[src/rtl/wrr_vc_scheduler.sv]
// Weighted round-robin scheduler draining four virtual-channel FIFOs into one
// output FIFO: up to W[n] consecutive pops per VC, empty VCs skipped, stalls on almost-full.
module wrr_vc_scheduler #(
  parameter int DW = 4,
  parameter int W0 = 4,
  parameter int W1 = 3,
  parameter int W2 = 2,
  parameter int W3 = 1
) (
  input  logic          clk,
  input  logic          rst,
  input  logic          enb,
  input  logic          empty_vchanel0,
  input  logic          empty_vchanel1,
  input  logic          empty_vchanel2,
  input  logic          empty_vchanel3,
  input  logic [DW-1:0] out_vchanel0,
  input  logic [DW-1:0] out_vchanel1,
  input  logic [DW-1:0] out_vchanel2,
  input  logic [DW-1:0] out_vchanel3,
  input  logic          almost_full_out,
  output logic          pop_vchanel0,
  output logic          pop_vchanel1,
  output logic          pop_vchanel2,
  output logic          pop_vchanel3,
  output logic [DW-1:0] out_wgthd_rndrobin,
  output logic          push_out,
  output logic [1:0]    arbiter,
  output logic          idle
);

  typedef enum logic {IDLE, SERVE} state_t;

  state_t        state_q;
  logic [1:0]    ptr_q, ptr_d;
  logic [3:0]    credit_q, credit_d;
  logic          push_q;
  logic [DW-1:0] data_q;

  logic [3:0]    empty_v;
  logic [3:0]    pop_v;
  logic [DW-1:0] data_sel;
  logic [1:0]    nxt;
  logic          any_ne;
  logic          pop_go;

  // Weights of 0 behave as 1 so a turn always yields at least one pop.
  function automatic logic [3:0] weight(input logic [1:0] idx);
    int w;
    case (idx)
      2'd0:    w = W0;
      2'd1:    w = W1;
      2'd2:    w = W2;
      default: w = W3;
    endcase
    if (w < 1)  w = 1;
    if (w > 15) w = 15;
    return w[3:0];
  endfunction

  // First non-empty VC after p (p+1, p+2, p+3), falling back to p itself.
  function automatic logic [1:0] next_vc(input logic [1:0] p, input logic [3:0] em);
    logic [1:0] c;
    next_vc = p;
    for (int k = 3; k >= 1; k--) begin
      c = p + 2'(k);
      if (!em[c]) next_vc = c;
    end
  endfunction

  assign empty_v = {empty_vchanel3, empty_vchanel2, empty_vchanel1, empty_vchanel0};
  assign any_ne  = ~&empty_v;
  assign nxt     = next_vc(ptr_q, empty_v);
  assign pop_go  = !rst && enb && !empty_v[ptr_q] && !almost_full_out;
  assign pop_v   = pop_go ? (4'b0001 << ptr_q) : 4'b0000;

  always_comb begin
    case (ptr_q)
      2'd0:    data_sel = out_vchanel0;
      2'd1:    data_sel = out_vchanel1;
      2'd2:    data_sel = out_vchanel2;
      default: data_sel = out_vchanel3;
    endcase
  end

  always_comb begin
    ptr_d    = ptr_q;
    credit_d = credit_q;
    if (pop_go) begin
      if (credit_q > 4'd1) begin
        credit_d = credit_q - 4'd1;
      end else begin
        ptr_d    = nxt;
        credit_d = weight(nxt);
      end
    end else if (empty_v[ptr_q] && any_ne) begin
      ptr_d    = nxt;
      credit_d = weight(nxt);
    end
  end

  always_ff @(posedge clk) begin
    if (rst) begin
      state_q  <= IDLE;
      ptr_q    <= 2'd0;
      credit_q <= weight(2'd0);
      push_q   <= 1'b0;
      data_q   <= '0;
    end else if (enb) begin
      case (state_q)
        IDLE:    if (any_ne)  state_q <= SERVE;
        default: if (!any_ne) state_q <= IDLE;
      endcase
      ptr_q    <= ptr_d;
      credit_q <= credit_d;
      push_q   <= pop_go;
      if (pop_go) data_q <= data_sel;
    end else begin
      push_q <= 1'b0;
    end
  end

  assign pop_vchanel0       = pop_v[0];
  assign pop_vchanel1       = pop_v[1];
  assign pop_vchanel2       = pop_v[2];
  assign pop_vchanel3       = pop_v[3];
  assign out_wgthd_rndrobin = data_q;
  assign push_out           = push_q;
  assign arbiter            = ptr_q;
  assign idle               = (state_q == IDLE);

endmodule

[config.mk]
export PLATFORM = sky130hd
export DESIGN_NAME = wrr_vc_scheduler
export DESIGN_NICKNAME = d
export VERILOG_FILES = /design/src/rtl/wrr_vc_scheduler.sv
export SDC_FILE = /design/constraint.sdc
export NUM_CORES = 1
export LEC_CHECK = 0
export BUFFER_PORTS_ARGS = -buffer_cell sky130_fd_sc_hd__buf_2
export CAP_MARGIN = 20
export CORE_MARGIN = 5
export CORE_UTILIZATION = 43
export DETAILED_ROUTE_END_ITERATION = 8
export MAX_ROUTING_LAYER = met4
export PLACE_DENSITY = 0.81
export SETUP_SLACK_MARGIN = 0.02
export SYNTH_ARGS = -nofsm -noshare
export SYNTH_HDL_FRONTEND = slang
export SYNTH_SLANG_ARGS = --single-unit
[constraint.sdc]
create_clock -name clk -period 2.1 [get_ports clk]
set_clock_uncertainty 0.15 [all_clocks]
set_input_delay 0.42 -clock clk [delete_from_list [all_inputs] [get_ports clk]]
set_output_delay 0.42 -clock clk [all_outputs]
set_load 0.05 [all_outputs]
==> impl_metrics.prom, run 1 <==
# TYPE chip_impl_metric gauge
chip_impl_info{name="outcome",value="finished with violations"} 1
chip_impl_info{name="violations_in_the_final_reports",value="negative setup slack"} 1
chip_impl_metric{name="timing.max_cap.violations",unit=""} 0
chip_impl_metric{name="total_inserted_antenna_cells",unit=""} 0
chip_impl_info{name="startpoint_type",value="register"} 1
chip_impl_info{name="netlist_top_cells_area",value="dfxtp_1, ha_1, nand2_1"} 1
chip_impl_metric{name="num_vias",unit=""} 1059
chip_impl_metric{name="netlist_area",unit="sq um"} 938
chip_impl_metric{name="clock_path_buffers",unit=""} 2
chip_impl_info{name="tritoncts",value="done"} 1
chip_impl_metric{name="slowest_stage_delay_on_critical_path",unit="ns"} 0.51
chip_impl_metric{name="holdBufCountCts",unit=""} 0
chip_impl_metric{name="adder_and_majority_cell_fraction_of_the_synthesized_area",unit="%"} 8.00
chip_impl_metric{name="area.sequential",unit="sq um"} 249
chip_impl_metric{name="drtPass1Iterations",unit=""} 5
chip_impl_info{name="grt_setup_unrepaired",value="true"} 1
chip_impl_metric{name="ys_warnings",unit=""} 0
chip_impl_metric{name="track_usage",unit="%"} 16.7
chip_impl_metric{name="finalWorstSetupSlack",unit="ns"} -0.228
chip_impl_metric{name="grt_remaining_overflow",unit=""} 0
chip_impl_metric{name="die_area",unit="sq um"} 3220
chip_impl_metric{name="detail-route-antenna-nets",unit=""} 0
chip_impl_metric{name="design.final.nets",unit=""} 202
chip_impl_metric{name="leakagePower",unit="nW"} 0.669
chip_impl_metric{name="htree_levels",unit=""} 1
chip_impl_info{name="post_synth_most_frequent_cells",value="nand2_1, dfxtp_1, inv_1"} 1
chip_impl_metric{name="die_h",unit="um"} 56.7
chip_impl_metric{name="post_synth_and_or_nand_nor_area_fraction",unit="%"} 24.3
chip_impl_metric{name="multi_input_comb_area",unit="sq um"} 683
chip_impl_info{name="cp-end-kind",value="primary output"} 1
chip_impl_metric{name="synthesis.area_per_instance",unit="sq um"} 8.53
chip_impl_metric{name="timing.setup.tns",unit="ns"} -0.906
chip_impl_metric{name="rows",unit=""} 17
chip_impl_metric{name="worst_setup_hold_path_clk_slew",unit="ns"} 0.08
chip_impl_metric{name="wl_per_cell",unit="um"} 13.8
chip_impl_info{name="worstPathCellList",value="mux4_2 -> or2_4 -> clkinv_8 -> and2_4 -> buf_8"} 1
chip_impl_info{name="synth_top_area_cell",value="dfxtp_1"} 1
chip_impl_metric{name="fp.dieW",unit="um"} 56.7
chip_impl_metric{name="setup_viol_count_final",unit=""} 5
chip_impl_metric{name="nFillCells",unit=""} 186
chip_impl_metric{name="max_clock_freq",unit="MHz"} 430
chip_impl_metric{name="finalCritPeriodShare",unit="%"} 111
chip_impl_metric{name="synth_xor_area_share",unit="%"} 0
chip_impl_metric{name="numCtsBuffers",unit=""} 3
chip_impl_metric{name="async_flop_share",unit="%"} 0
chip_impl_metric{name="critPathRequiredTime",unit="ns"} 1.53
chip_impl_metric{name="synth_sequential_area_ratio",unit="%"} 25.6
chip_impl_metric{name="grt_pass1_vias",unit=""} 989
chip_impl_metric{name="synth_nets",unit=""} 140
chip_impl_metric{name="grt_antenna_before_repair",unit=""} 0
chip_impl_metric{name="first_pass_grt_wire_length",unit="um"} 4180
chip_impl_metric{name="yosys_top_cell_area_share",unit="%"} 25.6
chip_impl_info{name="critical_path.slowest_cell",value="mux4_2"} 1
chip_impl_info{name="clock_tree.root_cell",value="clkbuf_4"} 1
chip_impl_info{name="path_class",value="register to primary output"} 1
chip_impl_metric{name="clock_latency_on_the_worst_skew_pair",unit="ns"} 0.28
chip_impl_info{name="synth_most_common_cell",value="nand2_1"} 1
chip_impl_metric{name="initial_core_util",unit="%"} 43.7
chip_impl_metric{name="cts.sinks",unit=""} 12
chip_impl_info{name="holdCritPathClass",value="register to register"} 1
chip_impl_metric{name="yosys.cell_types.count",unit=""} 40
chip_impl_metric{name="max-slew-margin-rel",unit="%"} 79.1
chip_impl_metric{name="total_half_perimeter_wirelength_after_legalization_and_detailed_placement",unit="um"} 2040
chip_impl_metric{name="pwr_density_cell",unit="nW/um^2"} 575
chip_impl_metric{name="layoutNonFillerInstCount",unit=""} 199
chip_impl_metric{name="detail_route.drc_violations",unit=""} 0
chip_impl_metric{name="max-vdd-ir-drop",unit="mV"} 0.525
chip_impl_metric{name="io_pins",unit=""} 36
chip_impl_info{name="synth_top_family_by_area",value="simple AND/OR/NAND/NOR gates"} 1
chip_impl_metric{name="finalWirelength",unit="um"} 2740
chip_impl_metric{name="largest_net_degree_at_the_start_of_global_routing",unit=""} 13
chip_impl_metric{name="post-place-cells",unit=""} 193
chip_impl_metric{name="crit_arrival",unit="ns"} 1.76
chip_impl_metric{name="route.detailed.vias_per_inst",unit=""} 5.32
chip_impl_metric{name="hold_viol_final",unit=""} 0
chip_impl_metric{name="synth_enable_flop_cells",unit=""} 0
chip_impl_metric{name="syn_inst",unit=""} 110
chip_impl_metric{name="place.port_buffers",unit=""} 35
chip_impl_metric{name="timing.final.max_slew_violations",unit=""} 0
chip_impl_metric{name="critical_path_peak_fanout",unit=""} 5
chip_impl_metric{name="period_minus_slack",unit="ns"} 2.33
chip_impl_metric{name="count_of_routing_violations_after_the_opening_detailed_route_iteration",unit=""} 44
chip_impl_metric{name="layout-drive-gt1-share",unit="%"} 55.6
chip_impl_metric{name="design_power_total",unit="mW"} 0.847
chip_impl_metric{name="areaGrowthSynthToFinish",unit="%"} 57.1
chip_impl_metric{name="finalWeightedCongestion",unit=""} 0.859
chip_impl_metric{name="compound_cell_area_share_of_the_yosys_netlist",unit="%"} 22.7
chip_impl_metric{name="ffs_latches_synth",unit=""} 12
chip_impl_metric{name="coreArea",unit="sq um"} 2150
chip_impl_info{name="synth_top_flop_cell",value="dfxtp_1"} 1
chip_impl_metric{name="yosys-mux-area-fraction",unit="%"} 10.5
chip_impl_metric{name="worst_tran_pin_value",unit="ns"} 0.307
-- path summary, 6_finish.rpt --
check	startpoint	endpoint	slack [ns]	cells past startpoint
max	arbiter[0]	pop_vchanel3	-0.23	5
min	out_wgthd_rndrobin[0]	out_wgthd_rndrobin[0]	0.31	2
max reg2reg	arbiter[0]	credit_q[1]	0	8
min reg2reg	out_wgthd_rndrobin[0]	out_wgthd_rndrobin[0]	0.31	2
-- kinds of logic (layout without fill, tap and decap cells) --
group / count (synthesis) / in the layout
AO/OA/AOI/OAI: 28 / 28
adder cells (fa/ha/maj): 6 / 6
buffers and inverters: 14 / 75
flip-flops: 12 / 12
multiplexers: 7 / 7
AND/OR/NAND/NOR: 43 / 43
-- per-layer routing --
layer / track usage, % / up-vias / share of wire [%]
met5: - / - / 0
met4: 3.05 / 0 / 1.0
met3: 5.29 / 6 / 8.5
met2: 28.5 / 48 / 49
met1: 19.1 / 485 / 42
li1: - / 520 / -
-- per-stage QoR --
| stage | hold slack (ns) | setup WS (ns) | cell area (sq um) | utilization [%] |
|---|---|---|---|---|
| floorplan | 0.310 | -0.310 | 963 | - |
| CTS | 0.310 | -0.234 | 1410 | 65.8 |
| global placement | 0.286 | -0.258 | 1320 | 61.3 |
| finish | 0.310 | -0.228 | 1470 | 68.6 |
| global route | 0.341 | -0.273 | 1470 | 68.6 |
| detailed placement | 0.300 | -0.273 | 1320 | 61.3 |
-- placed cells by master, fill, tap and decap left out, drive strengths merged, types with 4 or more instances in the layout --
master	count
mux2i	5
dfxtp	12
a222oi	4
nand2	17
o21ai	6
nor2	7
inv	8
ha	6
a21oi	7
buf	62
and2	6
clkbuf	4
-- timing repair --
item                       CTS  global route
pin swaps                    1             6
setup buffers                0             3
gates resized for setup     18            13
setup endpoints to repair    8             9
-- cell type report --
cell class	count	share of cell area [%]
repair buffers	62	28.6
inverters	9	3.31
flip-flops and latches	12	16.9
multi-input cells	84	46.3
well taps	28	2.38
clock buffers	4	2.46
-- report_power, final --
| part | switching, mW | internal (mW) |
|---|---|---|
| sequential | 0.0142 | 0.246 |
| clock | 0.0820 | 0.106 |
| combinational | 0.205 | 0.194 |
| total | 0.301 | 0.546 |
-- registers in the layout, summed over array words and instances (netlist names) --
register / flops
arbiter: 2
push_out: 1
out_wgthd_rndrobin: 4
credit_q: 4
state_q: 1
-- worst max-delay path, delay by kind of cell (launching register included) --
family / cells / cell delay, ns
flip-flops: 1 / 0.36
buffers and inverters: 2 / 0.20
multiplexers: 1 / 0.51
AND/OR/NAND/NOR: 2 / 0.42
Note: power is estimated with default switching activity, not from simulation.
==> run 2: changes to the inputs <==
ABC_AREA = 1   (was unset)
CORE_UTILIZATION = 44   (was 43)
PLACE_DENSITY = 0.82   (was 0.81)
==> run 2 against run 1 <==
Against the previous run: the flow now finishes without violations; worst hold slack improved by 0.031 ns; sequential power increased by 25%; worst setup slack improved by 0.35 ns; total power increased by 58%; design area decreased by 15%; maximum frequency increased by 18%; clock power decreased by 24%; area after synthesis increased by 3.3%; critical path depth unchanged; global-route usage decreased by 0.96 points.
==> impl_metrics.prom, run 2 <==
# TYPE chip_impl_metric gauge
chip_impl_metric{name="coreArea",unit="sq um"} 2150
chip_impl_metric{name="timing.setup.tns",unit="ns"} 0
chip_impl_metric{name="max-vdd-ir-drop",unit="mV"} 0.482
chip_impl_metric{name="grt_antenna_before_repair",unit=""} 0
chip_impl_info{name="worstPathCellList",value="buf_4 -> ha_2 -> inv_1 -> nor2_2 -> buf_6"} 1
chip_impl_metric{name="clock_path_buffers",unit=""} 2
chip_impl_metric{name="numCtsBuffers",unit=""} 3
chip_impl_metric{name="largest_net_degree_at_the_start_of_global_routing",unit=""} 13
chip_impl_info{name="path_class",value="register to primary output"} 1
chip_impl_metric{name="finalWirelength",unit="um"} 2300
chip_impl_info{name="netlist_top_cells_area",value="dfxtp_1, nand2_1, nand3_1"} 1
chip_impl_metric{name="holdBufCountCts",unit=""} 0
chip_impl_metric{name="layout-drive-gt1-share",unit="%"} 37.6
chip_impl_metric{name="areaGrowthSynthToFinish",unit="%"} 28.5
chip_impl_metric{name="initial_core_util",unit="%"} 45.1
chip_impl_metric{name="first_pass_grt_wire_length",unit="um"} 3970
chip_impl_metric{name="detail_route.drc_violations",unit=""} 0
chip_impl_metric{name="r2r.worst_path.cells",unit=""} 11
chip_impl_metric{name="setup_viol_count_final",unit=""} 0
chip_impl_metric{name="slowest_stage_delay_on_critical_path",unit="ns"} 0.39
chip_impl_info{name="post_synth_most_frequent_cells",value="nand2_1, inv_1, nand3_1, nor2_1, dfxtp_1"} 1
chip_impl_metric{name="num_vias",unit=""} 1043
chip_impl_metric{name="timing.max_cap.violations",unit=""} 0
chip_impl_metric{name="timing.hold.worst_path_depth",unit=""} 2
chip_impl_metric{name="max-slew-margin-rel",unit="%"} 80.8
chip_impl_metric{name="io_pins",unit=""} 36
chip_impl_metric{name="leakagePower",unit="nW"} 0.653
chip_impl_metric{name="period_minus_slack",unit="ns"} 1.97
chip_impl_metric{name="detail-route-antenna-nets",unit=""} 0
chip_impl_info{name="startpoint_type",value="register"} 1
chip_impl_info{name="grt_setup_unrepaired",value="false"} 1
chip_impl_metric{name="pwr_density_cell",unit="nW/um^2"} 1070
chip_impl_metric{name="cts.sinks",unit=""} 12
chip_impl_metric{name="critical_path_peak_fanout",unit=""} 6
chip_impl_metric{name="hold_viol_final",unit=""} 0
chip_impl_info{name="synth_most_common_cell",value="nand2_1"} 1
chip_impl_metric{name="wl_per_cell",unit="um"} 10.6
chip_impl_metric{name="crit_arrival",unit="ns"} 1.40
chip_impl_metric{name="ys_warnings",unit=""} 0
chip_impl_metric{name="critPathRequiredTime",unit="ns"} 1.53
chip_impl_metric{name="yosys.cell_types.count",unit=""} 23
chip_impl_metric{name="total_inserted_antenna_cells",unit=""} 0
chip_impl_metric{name="synth_nets",unit=""} 181
chip_impl_metric{name="clock_latency_on_the_worst_skew_pair",unit="ns"} 0.28
chip_impl_metric{name="synthesis.area_per_instance",unit="sq um"} 6.42
chip_impl_metric{name="postCtsSetupRepairBufs",unit=""} 0
chip_impl_metric{name="route.detailed.vias_per_inst",unit=""} 4.81
chip_impl_metric{name="synth_enable_flop_cells",unit=""} 0
chip_impl_info{name="holdCritPathClass",value="register to register"} 1
chip_impl_metric{name="htree_levels",unit=""} 1
chip_impl_metric{name="finalWeightedCongestion",unit=""} 0.896
chip_impl_info{name="cp-end-kind",value="primary output"} 1
chip_impl_info{name="clock_tree.root_cell",value="clkbuf_4"} 1
chip_impl_metric{name="ffs_latches_synth",unit=""} 12
chip_impl_metric{name="die_area",unit="sq um"} 3240
chip_impl_metric{name="rows",unit=""} 17
chip_impl_metric{name="grt_remaining_overflow",unit=""} 0
chip_impl_info{name="synth_top_area_cell",value="dfxtp_1"} 1
chip_impl_metric{name="synth_sequential_area_ratio",unit="%"} 24.8
chip_impl_info{name="critical_path.slowest_cell",value="dfxtp_2"} 1
chip_impl_metric{name="place.port_buffers",unit=""} 35
chip_impl_metric{name="worst_tran_pin_value",unit="ns"} 0.285
chip_impl_metric{name="grt_pass1_vias",unit=""} 942
chip_impl_metric{name="max_clock_freq",unit="MHz"} 507
chip_impl_metric{name="design.final.nets",unit=""} 221
chip_impl_info{name="layout_common_cells",value="nand2_1, buf_2, inv_1, nand3_1, nor2_1"} 1
chip_impl_metric{name="timing.final.max_slew_violations",unit=""} 0
chip_impl_info{name="mostFrequentLayoutCell",value="nand2_1"} 1
chip_impl_metric{name="finalCritPeriodShare",unit="%"} 94.0
chip_impl_metric{name="fp.dieW",unit="um"} 56.9
chip_impl_metric{name="drtPass1Iterations",unit=""} 4
chip_impl_metric{name="track_usage",unit="%"} 15.7
chip_impl_metric{name="fin_util",unit="%"} 58.0
chip_impl_metric{name="async_flop_share",unit="%"} 0
chip_impl_metric{name="worst_setup_hold_path_clk_slew",unit="ns"} 0.07
chip_impl_metric{name="count_of_routing_violations_after_the_opening_detailed_route_iteration",unit=""} 21
chip_impl_metric{name="holdWs",unit="ns"} 0.341
chip_impl_metric{name="total_half_perimeter_wirelength_after_legalization_and_detailed_placement",unit="um"} 1920
chip_impl_info{name="outcome",value="finished clean"} 1
chip_impl_info{name="synth_top_flop_cell",value="dfxtp_1"} 1
chip_impl_info{name="tritoncts",value="done"} 1
chip_impl_metric{name="die_h",unit="um"} 56.9
chip_impl_metric{name="netlist_area",unit="sq um"} 970
chip_impl_metric{name="yosys_top_cell_area_share",unit="%"} 24.8
chip_impl_metric{name="syn_inst",unit=""} 151
==> run 2: cell count changes in the layout (fill, tap and decap cells not counted), sizes merged, moves of 6 or more <==
cell and change:
inv +13, buf -25, nand3 +16, nand2 +35, and2 -6, nor2 +10
==> run 2: power by group <==
part | internal, mW | total, mW | leakage (nW) | switching [mW]
registers | 0.275 | 0.325 | 0.0991 | 0.0497
logic | 0.297 | 0.868 | 0.540 | 0.571
clock network | 0.0666 | 0.143 | 0.0138 | 0.0761
==> run 2: cell families after synthesis <==
group                    Yosys count  synth area share [%]
adder cells (fa/ha/maj)            6                  7.74
AND/OR/NAND/NOR                   89                  43.1
buffers and inverters             24                  10.5
AO/OA/AOI/OAI                     20                  13.9
flip-flops                        12                  24.8
==> run 2: layout make-up <==
class                           count  area [sq um]
Multi-Input combinational cell    115           643
Timing Repair Buffer               37           215
Clock buffer                        3          22.5
Inverter                           22          87.6
Tap cell                           28          35.0
Sequential cell                    12           243
Fill cell                         205           902
==> run 2: worst max-delay path, delay by kind of cell (launching register included) <==
kind	cells	cell delay [ns]
adder cells (fa/ha/maj)	1	0.22
buffers and inverters	3	0.39
flip-flops	1	0.39
AND/OR/NAND/NOR	1	0.11
==> run 2: final timing paths <==
kind / startpoint / slack (ns) / endpoint
worst max register to register: arbiter[1] / 0.25 / credit_q[0]
worst max-delay path: arbiter[0] / 0.13 / pop_vchanel1
worst min register to register: state_q / 0.34 / state_q
worst min-delay path: state_q / 0.34 / state_q
==> run 2: metal layers <==
metal  routed length [um]  track usage [%]  vias to the layer above
met5                    0                -                        -
met2                 1050             25.6                       33
met3                  201             2.94                        5
met1                  995             18.3                      449
met4                   55             7.95                        0
li1                     -                -                      556
==> run 2: what timing repair did <==
item | 4_1_cts | 5_1_grt
setup endpoints to repair | 4 | 7
resized for setup | 4 | 8
cloned | 0 | 0
==> run 2: stage by stage <==
step                      power, mW  cell area, sq um  worst slack (ns)  std cells
after global routing           1.48              1250            0.0205        217
after CTS                      1.33              1220            0.0442        217
after floorplan                1.01               982            0.0813        151
final                          1.34              1250             0.127        217
after detailed placement       1.18              1190             0.193        214
after global placement         1.17              1190             0.210        214
